### src/rtl/alu_pkg.sv
// Shared types and constants for the pipelined ALU: opcodes, FSM states and
// the bit positions inside the {V,C,N,Z} flag vector.
package alu_pkg;

  localparam int OP_W   = 4;
  localparam int FLAG_W = 4;

  localparam int FLG_Z = 0;
  localparam int FLG_N = 1;
  localparam int FLG_C = 2;
  localparam int FLG_V = 3;

  typedef enum logic [OP_W-1:0] {
    ALU_ADD = 4'd0,
    ALU_SUB = 4'd1,
    ALU_AND = 4'd2,
    ALU_OR  = 4'd3,
    ALU_XOR = 4'd4,
    ALU_SHL = 4'd5,
    ALU_SHR = 4'd6,
    ALU_ASR = 4'd7,
    ALU_MUL = 4'd8
  } alu_op_e;

  typedef enum logic [1:0] {
    IDLE = 2'd0,
    BUSY = 2'd1,
    HOLD = 2'd2
  } alu_state_e;

endpackage

### src/rtl/alu_iter_mul.sv
// Iterative unsigned shift-add multiplier: one partial product per cycle,
// BUS steps after start_i. product_o carries the final sum in the done cycle.
module alu_iter_mul #(
  parameter int BUS = 8
) (
  input  logic             clk_i,
  input  logic             rst_i,
  input  logic             start_i,
  input  logic [BUS-1:0]   a_i,
  input  logic [BUS-1:0]   b_i,
  output logic             busy_o,
  output logic             done_o,
  output logic [2*BUS-1:0] product_o
);

  localparam int CW = $clog2(BUS);

  logic             r_busy;
  logic [CW-1:0]    r_cnt;
  logic [2*BUS-1:0] r_acc;
  logic [2*BUS-1:0] r_mcand;
  logic [BUS-1:0]   r_mplier;

  logic [2*BUS-1:0] w_step;
  logic [2*BUS-1:0] w_acc_next;

  assign w_step     = r_mplier[0] ? r_mcand : '0;
  assign w_acc_next = r_acc + w_step;

  // The last step's sum is exposed directly so the owner can register it in
  // the same edge the multiplier goes idle.
  assign busy_o    = r_busy;
  assign done_o    = r_busy & (r_cnt == CW'(BUS-1));
  assign product_o = w_acc_next;

  always_ff @(posedge clk_i or posedge rst_i) begin
    if (rst_i) begin
      r_busy   <= 1'b0;
      r_cnt    <= '0;
      r_acc    <= '0;
      r_mcand  <= '0;
      r_mplier <= '0;
    end else if (start_i) begin
      r_busy   <= 1'b1;
      r_cnt    <= '0;
      r_acc    <= '0;
      r_mcand  <= {{BUS{1'b0}}, a_i};
      r_mplier <= b_i;
    end else if (r_busy) begin
      r_acc    <= w_acc_next;
      r_mcand  <= r_mcand << 1;
      r_mplier <= r_mplier >> 1;
      r_cnt    <= r_cnt + 1'b1;
      if (done_o) begin
        r_busy <= 1'b0;
      end
    end
  end

endmodule

### src/rtl/pipe_alu.sv
// Registered ALU with valid/ready on both sides; single-cycle ops return in
// one cycle, MUL runs through the iterative multiplier for BUS cycles.
//
// Handshake: a transfer happens on a rising edge where valid and ready are both
// high. The source holds valid and its payload until then; ready never depends
// on valid; valid_o and the result stay fixed in HOLD until ready_i is seen.
module pipe_alu
  import alu_pkg::*;
#(
  parameter int BUS = 8,
  parameter int SHW = $clog2(BUS)
) (
  input  logic              clk_i,
  input  logic              rst_i,
  input  logic              valid_i,
  output logic              ready_o,
  input  logic [BUS-1:0]    A_i,
  input  logic [BUS-1:0]    B_i,
  input  logic [OP_W-1:0]   ALU_op_i,
  output logic              valid_o,
  input  logic              ready_i,
  output logic [BUS-1:0]    ALU_RESULT_o,
  output logic [FLAG_W-1:0] ALU_FLAGS_o
);

  alu_state_e        r_state;
  logic              r_valid;
  logic [BUS-1:0]    r_result;
  logic [FLAG_W-1:0] r_flags;

  logic              w_accept;
  logic              w_is_mul;
  logic              w_mul_start;
  logic              w_mul_busy;
  logic              w_mul_done;
  logic [2*BUS-1:0]  w_mul_prod;
  logic              w_mul_hi;
  logic [FLAG_W-1:0] w_mul_flg;

  logic [SHW-1:0]    w_amt;
  logic [BUS-1:0]    w_res;
  logic              w_c;
  logic              w_v;
  logic [FLAG_W-1:0] w_flg;

  assign ready_o     = (r_state == IDLE) | ((r_state == HOLD) & ready_i);
  assign w_accept    = valid_i & ready_o;
  assign w_is_mul    = (ALU_op_i == ALU_MUL);
  assign w_mul_start = w_accept & w_is_mul;

  assign valid_o      = r_valid;
  assign ALU_RESULT_o = r_result;
  assign ALU_FLAGS_o  = r_flags;

  alu_iter_mul #(.BUS(BUS)) u_mul (
    .clk_i     (clk_i),
    .rst_i     (rst_i),
    .start_i   (w_mul_start),
    .a_i       (A_i),
    .b_i       (B_i),
    .busy_o    (w_mul_busy),
    .done_o    (w_mul_done),
    .product_o (w_mul_prod)
  );

  // Shifts run on a widened operand so the extra bit catches the last bit
  // shifted out; a zero amount leaves that bit clear.
  always_comb begin
    w_amt = B_i[SHW-1:0];
    w_res = '0;
    w_c   = 1'b0;
    w_v   = 1'b0;
    case (ALU_op_i)
      ALU_ADD: begin
        {w_c, w_res} = {1'b0, A_i} + {1'b0, B_i};
        w_v = (A_i[BUS-1] == B_i[BUS-1]) && (w_res[BUS-1] != A_i[BUS-1]);
      end
      ALU_SUB: begin
        {w_c, w_res} = {1'b0, A_i} + {1'b0, ~B_i} + {{BUS{1'b0}}, 1'b1};
        w_v = (A_i[BUS-1] != B_i[BUS-1]) && (w_res[BUS-1] != A_i[BUS-1]);
      end
      ALU_AND: w_res = A_i & B_i;
      ALU_OR:  w_res = A_i | B_i;
      ALU_XOR: w_res = A_i ^ B_i;
      ALU_SHL: {w_c, w_res} = {1'b0, A_i} << w_amt;
      ALU_SHR: {w_res, w_c} = {A_i, 1'b0} >> w_amt;
      ALU_ASR: {w_res, w_c} = $signed({A_i, 1'b0}) >>> w_amt;
      default: w_res = '0;
    endcase
    w_flg        = '0;
    w_flg[FLG_V] = w_v;
    w_flg[FLG_C] = w_c;
    w_flg[FLG_N] = w_res[BUS-1];
    w_flg[FLG_Z] = (w_res == '0);
  end

  always_comb begin
    w_mul_hi         = |w_mul_prod[2*BUS-1:BUS];
    w_mul_flg        = '0;
    w_mul_flg[FLG_V] = w_mul_hi;
    w_mul_flg[FLG_C] = w_mul_hi;
    w_mul_flg[FLG_N] = w_mul_prod[BUS-1];
    w_mul_flg[FLG_Z] = (w_mul_prod[BUS-1:0] == '0);
  end

  always_ff @(posedge clk_i or posedge rst_i) begin
    if (rst_i) begin
      r_state  <= IDLE;
      r_valid  <= 1'b0;
      r_result <= '0;
      r_flags  <= '0;
    end else begin
      case (r_state)
        IDLE, HOLD: begin
          if (w_accept) begin
            if (w_is_mul) begin
              r_state <= BUSY;
              r_valid <= 1'b0;
            end else begin
              r_state  <= HOLD;
              r_valid  <= 1'b1;
              r_result <= w_res;
              r_flags  <= w_flg;
            end
          end else if ((r_state == HOLD) && ready_i) begin
            r_state <= IDLE;
            r_valid <= 1'b0;
          end
        end
        BUSY: begin
          if (w_mul_done) begin
            r_state  <= HOLD;
            r_valid  <= 1'b1;
            r_result <= w_mul_prod[BUS-1:0];
            r_flags  <= w_mul_flg;
          end else if (!w_mul_busy) begin
            // Multiplier idle without a done pulse: recover rather than hang.
            r_state <= IDLE;
          end
        end
        default: r_state <= IDLE;
      endcase
    end
  end

endmodule
### config.mk
export PLATFORM = sky130hd
export DESIGN_NAME = pipe_alu
export DESIGN_NICKNAME = d
export VERILOG_FILES = /design/src/rtl/alu_pkg.sv /design/src/rtl/alu_iter_mul.sv /design/src/rtl/pipe_alu.sv
export SDC_FILE = /design/constraint.sdc
export NUM_CORES = 1
export LEC_CHECK = 0
export BUFFER_PORTS_ARGS = -buffer_cell sky130_fd_sc_hd__buf_4
export CAP_MARGIN = 30
export CORE_MARGIN = 5
export CORE_UTILIZATION = 30
export CTS_BUF_LIST = sky130_fd_sc_hd__clkbuf_4 sky130_fd_sc_hd__clkbuf_8 sky130_fd_sc_hd__clkbuf_16
export CTS_CLUSTER_DIAMETER = 200
export DETAILED_ROUTE_END_ITERATION = 7
export SYNTH_ARGS = -nofsm -noshare
export SYNTH_HDL_FRONTEND = slang
export SYNTH_SLANG_ARGS = --single-unit
export TNS_END_PERCENT = 20
### constraint.sdc
create_clock -name clk_i -period 3.8 [get_ports clk_i]
set_input_delay 0.57 -clock clk_i [delete_from_list [all_inputs] [get_ports clk_i]]
set_output_delay 0.57 -clock clk_i [all_outputs]
set_load 0.05 [all_outputs]
Yosys cells after proc, flatten, opt, wreduce, memory -nomap -nowiden

Index checks and enable logic that the tools add are counted.
W data, S select, Z words.

Bits in registers: 59
Input port bits: 24
Output and inout port bits: 14
Logic and storage cells: 94

Add/sub/neg operators: 5
Equality and inequality tests: 20
Shift-type cells: 3
Multiplexer cells: 34
Bitwise logic cells: 9
Reductions and logical operators: 14

Operator list:

| kind                  | number |
|---|---|
| $mux W16              | 5 |
| $pmux W8 S8           | 1 |
| $mux W8               | 5 |
| $add A8 B8 Y9         | 2 |
| $add A16 B16 Y16      | 1 |
| $eq A4 B3 Y1 const B  | 4 |
| $logic_not A8 Y1      | 2 |
| $pmux W8 S2           | 1 |
| $mux W4               | 3 |
| $mux W2               | 5 |
| $add A9 B1 Y9 const B | 1 |
| $shl A8 B3 Y9         | 1 |
| $shr A9 B3 Y9         | 1 |
| $sshr A9 B3 Y9        | 1 |
| $and A8 B8 Y8         | 1 |
| $eq A4 B2 Y1 const B  | 2 |
| $not A8 Y8            | 1 |
| $or A8 B8 Y8          | 1 |
| $pmux W4 S2           | 1 |
| $reduce_or A8 Y1      | 1 |
| $xor A8 B8 Y8         | 1 |
| $mux W1               | 7 |
| $mux W3               | 2 |
| $pmux W1 S5           | 1 |
| other kinds (24)      | 34 |

Logic depth before layout (Yosys ltp)

Gate-level depths: netlist of run 1.

Word-level depth: 9
Mapped depth: 12
Mapped depth without buffers: 11

Cells and area by module

From an unflattened synthesis of run 1, not the netlist that was laid out.

Cells, all modules: 628
Area, all modules: 5345.1 µm²

Modules (own cells, without submodules):

| module       | times used | cells an instance | area an instance (µm²) | seq. area each (µm²) |
|---|---|---|---|---|
| alu_iter_mul | 1          | 308               | 2842.7                 | 1101.1 |
| pipe_alu     | 1          | 320               | 2502.4                 | 350.3 |

Worst setup path after synthesis of run 1

Ideal clock, no wire load.

Path kind: in2reg
From: input B_i[1]
To: register r_flags[3] (netlist: ALU_FLAGS_o[3])
Setup time: 82 ps
Arrival: 2941 ps
Required time: 3718 ps
Slack: 777 ps
Stages on the path: 11
Buffers on the path: 1
Cell sequence: clkbuf_1 clkinv_1 ha_1 o21bai_1 a211o_1 a2111oi_0 o21ai_0 o21ai_0 xnor2_1 nand3_1 a31oi_1

Longest elaborated chain between the ends: 9

RTL lines:

| item                 | line            | text |
|---|---|---|
| start, declared      | pipe_alu.sv:18  | `input logic [BUS-1:0] B_i,` |
| $not A8 Y8           | pipe_alu.sv:79  | `{w_c, w_res} = {1'b0, A_i} + {1'b0, ~B_i} + {{BUS{1'b0}}, 1'b1};` |
| $add A8 B8 Y9        | pipe_alu.sv:79  |  |
| $add A9 B1 Y9        | pipe_alu.sv:79  |  |
| $ne A1 B1 Y1         | pipe_alu.sv:80  | `w_v = (A_i[BUS-1] != B_i[BUS-1]) && (w_res[BUS-1] != A_i[BUS-1]);` |
| $logic_and A1 B1 Y1  | pipe_alu.sv:80  |  |
| $pmux W1 S2 (*)      | pipe_alu.sv:73  | `case (ALU_op_i)` |
| $mux W4 (*)          | pipe_alu.sv:116 | `if (w_is_mul) begin` |
| $mux W4 (*)          | pipe_alu.sv:115 | `if (w_accept) begin` |
| $pmux W4 S2 (*)      | pipe_alu.sv:113 | `case (r_state)` |
| end signal, assigned | pipe_alu.sv:123 | `r_flags <= w_flg;` |
| end signal, assigned | pipe_alu.sv:135 | `r_flags <= w_mul_flg;` |
| end, declared        | pipe_alu.sv:29  | `logic [FLAG_W-1:0] r_flags;` |

Mark *: on every way between the ends. The rest lies on a longest branch, timed or not. The select of a mux whose other input is x is not followed.
A chain may end at the register's enable or synchronous reset.

Final worst setup path of run 1

From: register u_mul.r_mplier[0]
To: register r_flags[3] (netlist: ALU_FLAGS_o[3])

Longest elaborated chain between the ends: 5

RTL lines:

| item                   | line               | text |
|---|---|---|
| start, declared        | alu_iter_mul.sv:22 | `logic [BUS-1:0] r_mplier;` |
| start signal, assigned | alu_iter_mul.sv:48 | `r_mplier <= b_i;` |
| start signal, assigned | alu_iter_mul.sv:52 | `r_mplier <= r_mplier >> 1;` |
| $mux W16               | alu_iter_mul.sv:27 | `assign w_step = r_mplier[0] ? r_mcand : '0;` |
| $add A16 B16 Y16       | alu_iter_mul.sv:28 | `assign w_acc_next = r_acc + w_step;` |
| $reduce_or A8 Y1       | pipe_alu.sv:98     | `w_mul_hi = \|w_mul_prod[2*BUS-1:BUS];` |
| $mux W4                | pipe_alu.sv:131    | `if (w_mul_done) begin` |
| $pmux W4 S2            | pipe_alu.sv:113    |  |

No other way between the ends. The select of a mux whose other input is x is not followed.

==> impl_metrics.json, run 1 <==
{
  "syn_nets": 702,
  "die_h_um": 142,
  "drv_slew": 0,
  "fin_nets": 727,
  "holdWs_ps": 370,
  "wire_per_inst_um": 16.4,
  "initial_core_util": 0.304,
  "post-cts-setup-buffers": 0,
  "crit_chain": "and2_1 -> ha_1 -> fa_1 -> a21o_1 -> a221o_1 -> a21oi_2 -> and2b_1 -> xnor2_1 -> or4_4 -> o41ai_2 -> a31oi_1",
  "synthArstFlopShare": 1.00,
  "dr_total_vias": 4793,
  "io_buffer_count": 37,
  "worst_pin_slew_ps": 724,
  "overflow": 0,
  "fmax_mhz": 304,
  "cp_slowest_cell": "dfrtp_1",
  "wirelength_mm": 14.6,
  "synth_top_area_cell": "dfrtp_1",
  "drc": 0,
  "cts_hold_buf": 0,
  "rows": 48,
  "ys_types": 75,
  "maxSlewHeadroom": 0.517,
  "postSynthCellCount": 632,
  "ys_warn_count": 0,
  "fin_cells": 887,
  "core-area_um2": 17200,
  "status": "finished, final reports clean",
  "cts_tree": "done",
  "synth_area_leaders": "dfrtp_1 28%, ha_1 10%, mux2i_1 8.6%, nor2_1 5.7%, a21oi_1 5.6%",
  "viasPerCell": 5.40,
  "start_kind": "flop",
  "cts_inserted_buffers": 9,
  "die_area_um2": 20200,
  "crit_family": "compound AO/OA/AOI/OAI gates",
  "cp_slowest_stage_delay_ps": 530,
  "setup_violations": 0,
  "area_delta_synth_final_pct": 15.2,
  "worstSetupPathType": "flop to flop",
  "crit_required_ps": 4010,
  "yosysMostFrequentCell": "nor2_1",
  "synth.top_cell.area_share": 0.277,
  "clock-root-buffer": "clkbuf_16",
  "yosys-top-cells-count": "79 x nor2_1, 59 x a21oi_1, 58 x dfrtp_1",
  "first_pass_iters": 5,
  "htree_levels": 3,
  "synth_seq_area_share": 0.277,
  "placed_cells": 871,
  "io_pins": 38,
  "critical_path.max_fanout": 18,
  "die_w_um": 142,
  "fin_skew_ps": 10.1,
  "synth_area_um2": 5240,
  "drt_iter0_markers": 404,
  "gp_congestion": 0.980,
  "synth_seq_cells": 58,
  "synth-edff-count": 0,
  "finalPower_uw": 3940,
  "clk_latency_ps": 330,
  "drive_gt1_frac": 0.136,
  "power_leakage_uw": 0.00267,
  "antenna_cells": 0,
  "track_usage": 0.145,
  "hold_path_class": "primary input to asynchronous set/reset pin",
  "tns_ps": 0,
  "drtAntennaViolNets": 0,
  "post-route-min-period_ps": 3290,
  "synth-main-ff-cell": "dfrtp_1",
  "ctsResizeCount": 0,
  "dp_hpwl_mm": 11.0,
  "vdd_drop_max_mv": 0.279,
  "drv_cap": 0,
  "rsz0062_at_grt": "no",
  "antenna_found_initial": 0,
  "avgSynthCellArea_um2": 8.30,
  "grt_pass1_vias": 4498,
  "endpoint_kind": "flop",
  "cts.path.max_buffers": 2,
  "grt_max_degree": 45,
  "power_density_nw_per_um2": 653,
  "finalHoldViolCount": 0,
  "clock-sinks": 58,
  "worst-path-buf-inv": 0,
  "cts.clk_slew.worst_paths_ps": 60,
  "finalCritPeriodShare": 0.865,
  "arrival_ps": 3490,
  "grt_pass1_wl_mm": 23.9
}
==> sequential cells by signal (all words and copies together), names as in the netlist <==
name / cells
r_state: 2
u_mul.busy_o: 1
u_mul.r_mcand: 16
u_mul.r_mplier: 8
ALU_FLAGS_o: 4
u_mul.r_cnt: 3
valid_o: 1
u_mul.r_acc: 16
ALU_RESULT_o: 7
==> stage by stage <==
step	setup slack (ps)	area, um2	util
final	513	6040	0.350
after detailed placement	315	5760	0.334
after global placement	408	5760	0.334
after CTS	497	6040	0.350
after global routing	289	6040	0.350
after floorplan	777	5240	-
==> cell usage in the layout, fill, tap and decap left out, drive strengths merged, types with 5 or more instances in the layout <==
cell type,instances
a211oi,8
a21o,10
o21ai,42
and2,19
nor2,79
buf,51
inv,26
nor4,6
xnor2,9
dfrtp,58
clkinv,5
nand3,13
o21bai,6
mux2,5
nand2,40
a31oi,9
nor3,9
and3,6
clkbuf,9
ha,43
mux2i,45
nand2b,7
a21oi,61
xor2,8
o211ai,8
==> cell families (layout without fill, tap and decap cells) <==
logic type	after synthesis	count (layout)	synth area share
xor gates and xnor gates	17	17	0.0284
buffers and inverters	63	93	0.0473
muxes	52	52	0.105
and+or+nand+nor	207	207	0.193
DFF	58	58	0.277
adders and majority gates	46	46	0.114
AOI/OAI and AO/OA	189	189	0.235
==> metal layers <==
| layer | global-route usage | vias to the layer above | wire (um) |
|---|---|---|---|
| met3 | 0.0185 | 27 | 829 |
| met4 | 0.0490 | 0 | 342 |
| met5 | 0 | - | 0 |
| met2 | 0.221 | 144 | 6530 |
| li1 | - | 2347 | - |
| met1 | 0.213 | 2275 | 6890 |
==> layout make-up <==
type / instances / area (um2)
Clock buffer: 9 / 225
Sequential cell: 58 / 1450
Inverter: 26 / 97.6
Tap cell: 225 / 282
Multi-Input combinational cell: 511 / 3540
Fill cell: 1755 / 11200
Timing Repair Buffer: 51 / 383
Clock inverter: 7 / 55.1
==> worst paths after layout <==
check | slack (ps) | end | startpoint | depth (start not counted)
hold / removal | 370 | u_mul.r_mcand[3] | rst_i | 2
hold reg to reg | 480 | ALU_RESULT_o[6] | ALU_RESULT_o[6] | 1
max in group asynchronous | 2620 | ALU_RESULT_o[3] | rst_i | 3
setup reg to reg | 510 | ALU_FLAGS_o[3] | u_mul.r_mplier[0] | 11
setup / recovery | 510 | ALU_FLAGS_o[3] | u_mul.r_mplier[0] | 11
min in group clk_i | 480 | ALU_RESULT_o[6] | ALU_RESULT_o[6] | 1
==> where the power goes <==
part	internal (uW)	total (uW)	switching, uW
clock network	444	749	305
logic	883	2140	1260
registers	871	1050	178
Note: power is estimated with default switching activity, not from simulation.
==> run 2, diff against run 1 <==
--- a/config.mk
+++ b/config.mk
@@ -8,9 +8,10 @@
 export BUFFER_PORTS_ARGS = -buffer_cell sky130_fd_sc_hd__buf_4
 export CAP_MARGIN = 30
-export CORE_MARGIN = 5
+export CORE_MARGIN = 4
 export CORE_UTILIZATION = 30
 export CTS_BUF_LIST = sky130_fd_sc_hd__clkbuf_4 sky130_fd_sc_hd__clkbuf_8 sky130_fd_sc_hd__clkbuf_16
 export CTS_CLUSTER_DIAMETER = 200
 export DETAILED_ROUTE_END_ITERATION = 7
+export SETUP_SLACK_MARGIN = 0.15
 export SYNTH_ARGS = -nofsm -noshare
 export SYNTH_HDL_FRONTEND = slang
==> constraint.sdc (replaced) <==
create_clock -name clk_i -period 3.8 [get_ports clk_i]
set_input_delay 0.57 -clock clk_i [delete_from_list [all_inputs] [get_ports clk_i]]
set_output_delay 0.57 -clock clk_i [all_outputs]
set_load 0.01 [all_outputs]
==> impl_metrics.json, run 2 (synthesis results as in run 1) <==
{
  "drc": 0,
  "grt_pass1_vias": 4476,
  "fmax_mhz": 299,
  "tns_ps": 0,
  "track_usage": 0.150,
  "clk_latency_ps": 330,
  "holdWs_ps": 370,
  "antenna_cells": 0,
  "dpl_cell_area_um2": 5750,
  "arrival_ps": 3550,
  "cts.path.max_buffers": 2,
  "cts_hold_buf": 0,
  "drtAntennaViolNets": 0,
  "dr_total_vias": 4764,
  "critical_path.max_fanout": 18,
  "io_pins": 38,
  "die_area_um2": 19700,
  "fin_skew_ps": 7.74,
  "post-place-ws_ps": 347,
  "die_h_um": 140,
  "post-cts-setup-buffers": 0,
  "dp_hpwl_mm": 11.1,
  "worst_pin_slew_ps": 723,
  "drive_gt1_frac": 0.135,
  "p_int_uw": 2210,
  "endpoint_kind": "flop",
  "grt_pass1_wl_mm": 24.3,
  "drv_slew": 0,
  "finalHoldViolCount": 0,
  "regArea_um2": 1450,
  "maxSlewHeadroom": 0.517,
  "power_density_nw_per_um2": 640,
  "ctsResizeCount": 0,
  "rsz0062_at_grt": "no",
  "p_sw_frac": 0.428,
  "drt_iter0_markers": 446,
  "cts_inserted_buffers": 9,
  "overflow": 0,
  "grt_max_degree": 45,
  "layout_common_cells": "79 x nor2_1, 59 x a21oi_1, 57 x dfrtp_1",
  "finalCritPeriodShare": 0.880,
  "clock-root-buffer": "clkbuf_16",
  "htree_levels": 3,
  "start_kind": "flop",
  "cts_tree": "done",
  "io_buffer_count": 37,
  "p_clk_frac": 0.196,
  "post-route-min-period_ps": 3340,
  "area_delta_synth_final_pct": 15.0,
  "seq_power_share": 0.274,
  "finalPower_uw": 3860,
  "rows": 48,
  "setup_violations": 0,
  "core-area_um2": 17200,
  "gp_congestion": 0.971,
  "final_common_cell": "nor2_1",
  "hold_path_class": "primary input to asynchronous set/reset pin",
  "top_regs": "u_mul.r_acc x16, u_mul.r_mcand x16, u_mul.r_mplier x8",
  "p_switching_uw": 1650,
  "viasPerCell": 5.38,
  "wire_per_inst_um": 16.6,
  "power_leakage_uw": 0.00267,
  "status": "finished, final reports clean",
  "stdcell_area_um2": 6030,
  "die_w_um": 140,
  "clock-sinks": 58,
  "cts.clk_slew.worst_paths_ps": 60,
  "crit_required_ps": 4000,
  "initial_core_util": 0.304,
  "fin_nets": 726,
  "multi_input_area_um2": 3540,
  "first_pass_iters": 5,
  "wirelength_mm": 14.7,
  "antenna_found_initial": 0,
  "vdd_drop_max_mv": 0.247,
  "drv_cap": 0,
  "worstSetupPathType": "flop to flop",
  "p_comb_frac": 0.530,
  "fill_cells": 1785,
  "fin_ws_ps": 456
}
## run 2: cell types whose count changed in the layout (fill, tap and decap cells not counted), sizes merged
cell	before	now
clkinv	5	3
buf	51	50
clkbuf	9	10
clkinvlp	2	3
## run 2: power groups by stage
stage	registers (uW)	logic, uW	clock network (uW)
final	1060	2050	758
after global routing	1100	2290	800
after CTS	1060	2040	775
after detailed placement	1060	2030	0
after global placement	1060	2030	0
after floorplan	1010	1610	0
## run 2: final timing paths
check                             startpoint         endpoint  slack [ps]  depth (start not counted)
min reg2reg                  ALU_RESULT_o[6]  ALU_RESULT_o[6]         480                          1
min                                    rst_i       r_state[1]         370                          2
max                        u_mul.r_mplier[0]   ALU_FLAGS_o[3]         460                         11
min in group clk_i           ALU_RESULT_o[6]  ALU_RESULT_o[6]         480                          1
max in group asynchronous              rst_i  ALU_RESULT_o[2]        2620                          3
max reg2reg                u_mul.r_mplier[0]   ALU_FLAGS_o[3]         460                         11
## run 2: through the flow
step	utilization	std cells
floorplan	-	632
detailed placement	0.334	870
global route	0.350	886
global placement	0.334	870
CTS	0.350	886
finish	0.350	886
## run 2: layer usage
layer	part of all wire	GRT usage	wire, um
met1	0.48	0.221	6990
met2	0.44	0.221	6400
met3	0.070	0.0283	1020
met4	0.019	0.0449	281
met5	0	0	0
## run 2: cell type report
type	count	area share
Clock buffer	10	0.0396
Clock inverter	6	0.00685
Inverter	26	0.0162
Multi-Input combinational cell	511	0.588
Sequential cell	58	0.241
Tap cell	225	0.0467
Timing Repair Buffer	50	0.0622
## run 2: worst max-delay path, stage by stage, from the launching register on
cell	delay [ps]
dfrtp_1	530
and2_1	240
ha_1	200
fa_1	400
a21o_1	210
a221o_1	310
a21oi_2	190
and2b_1	150
xnor2_1	90
or4_4	440
o41ai_2	330
a31oi_1	120
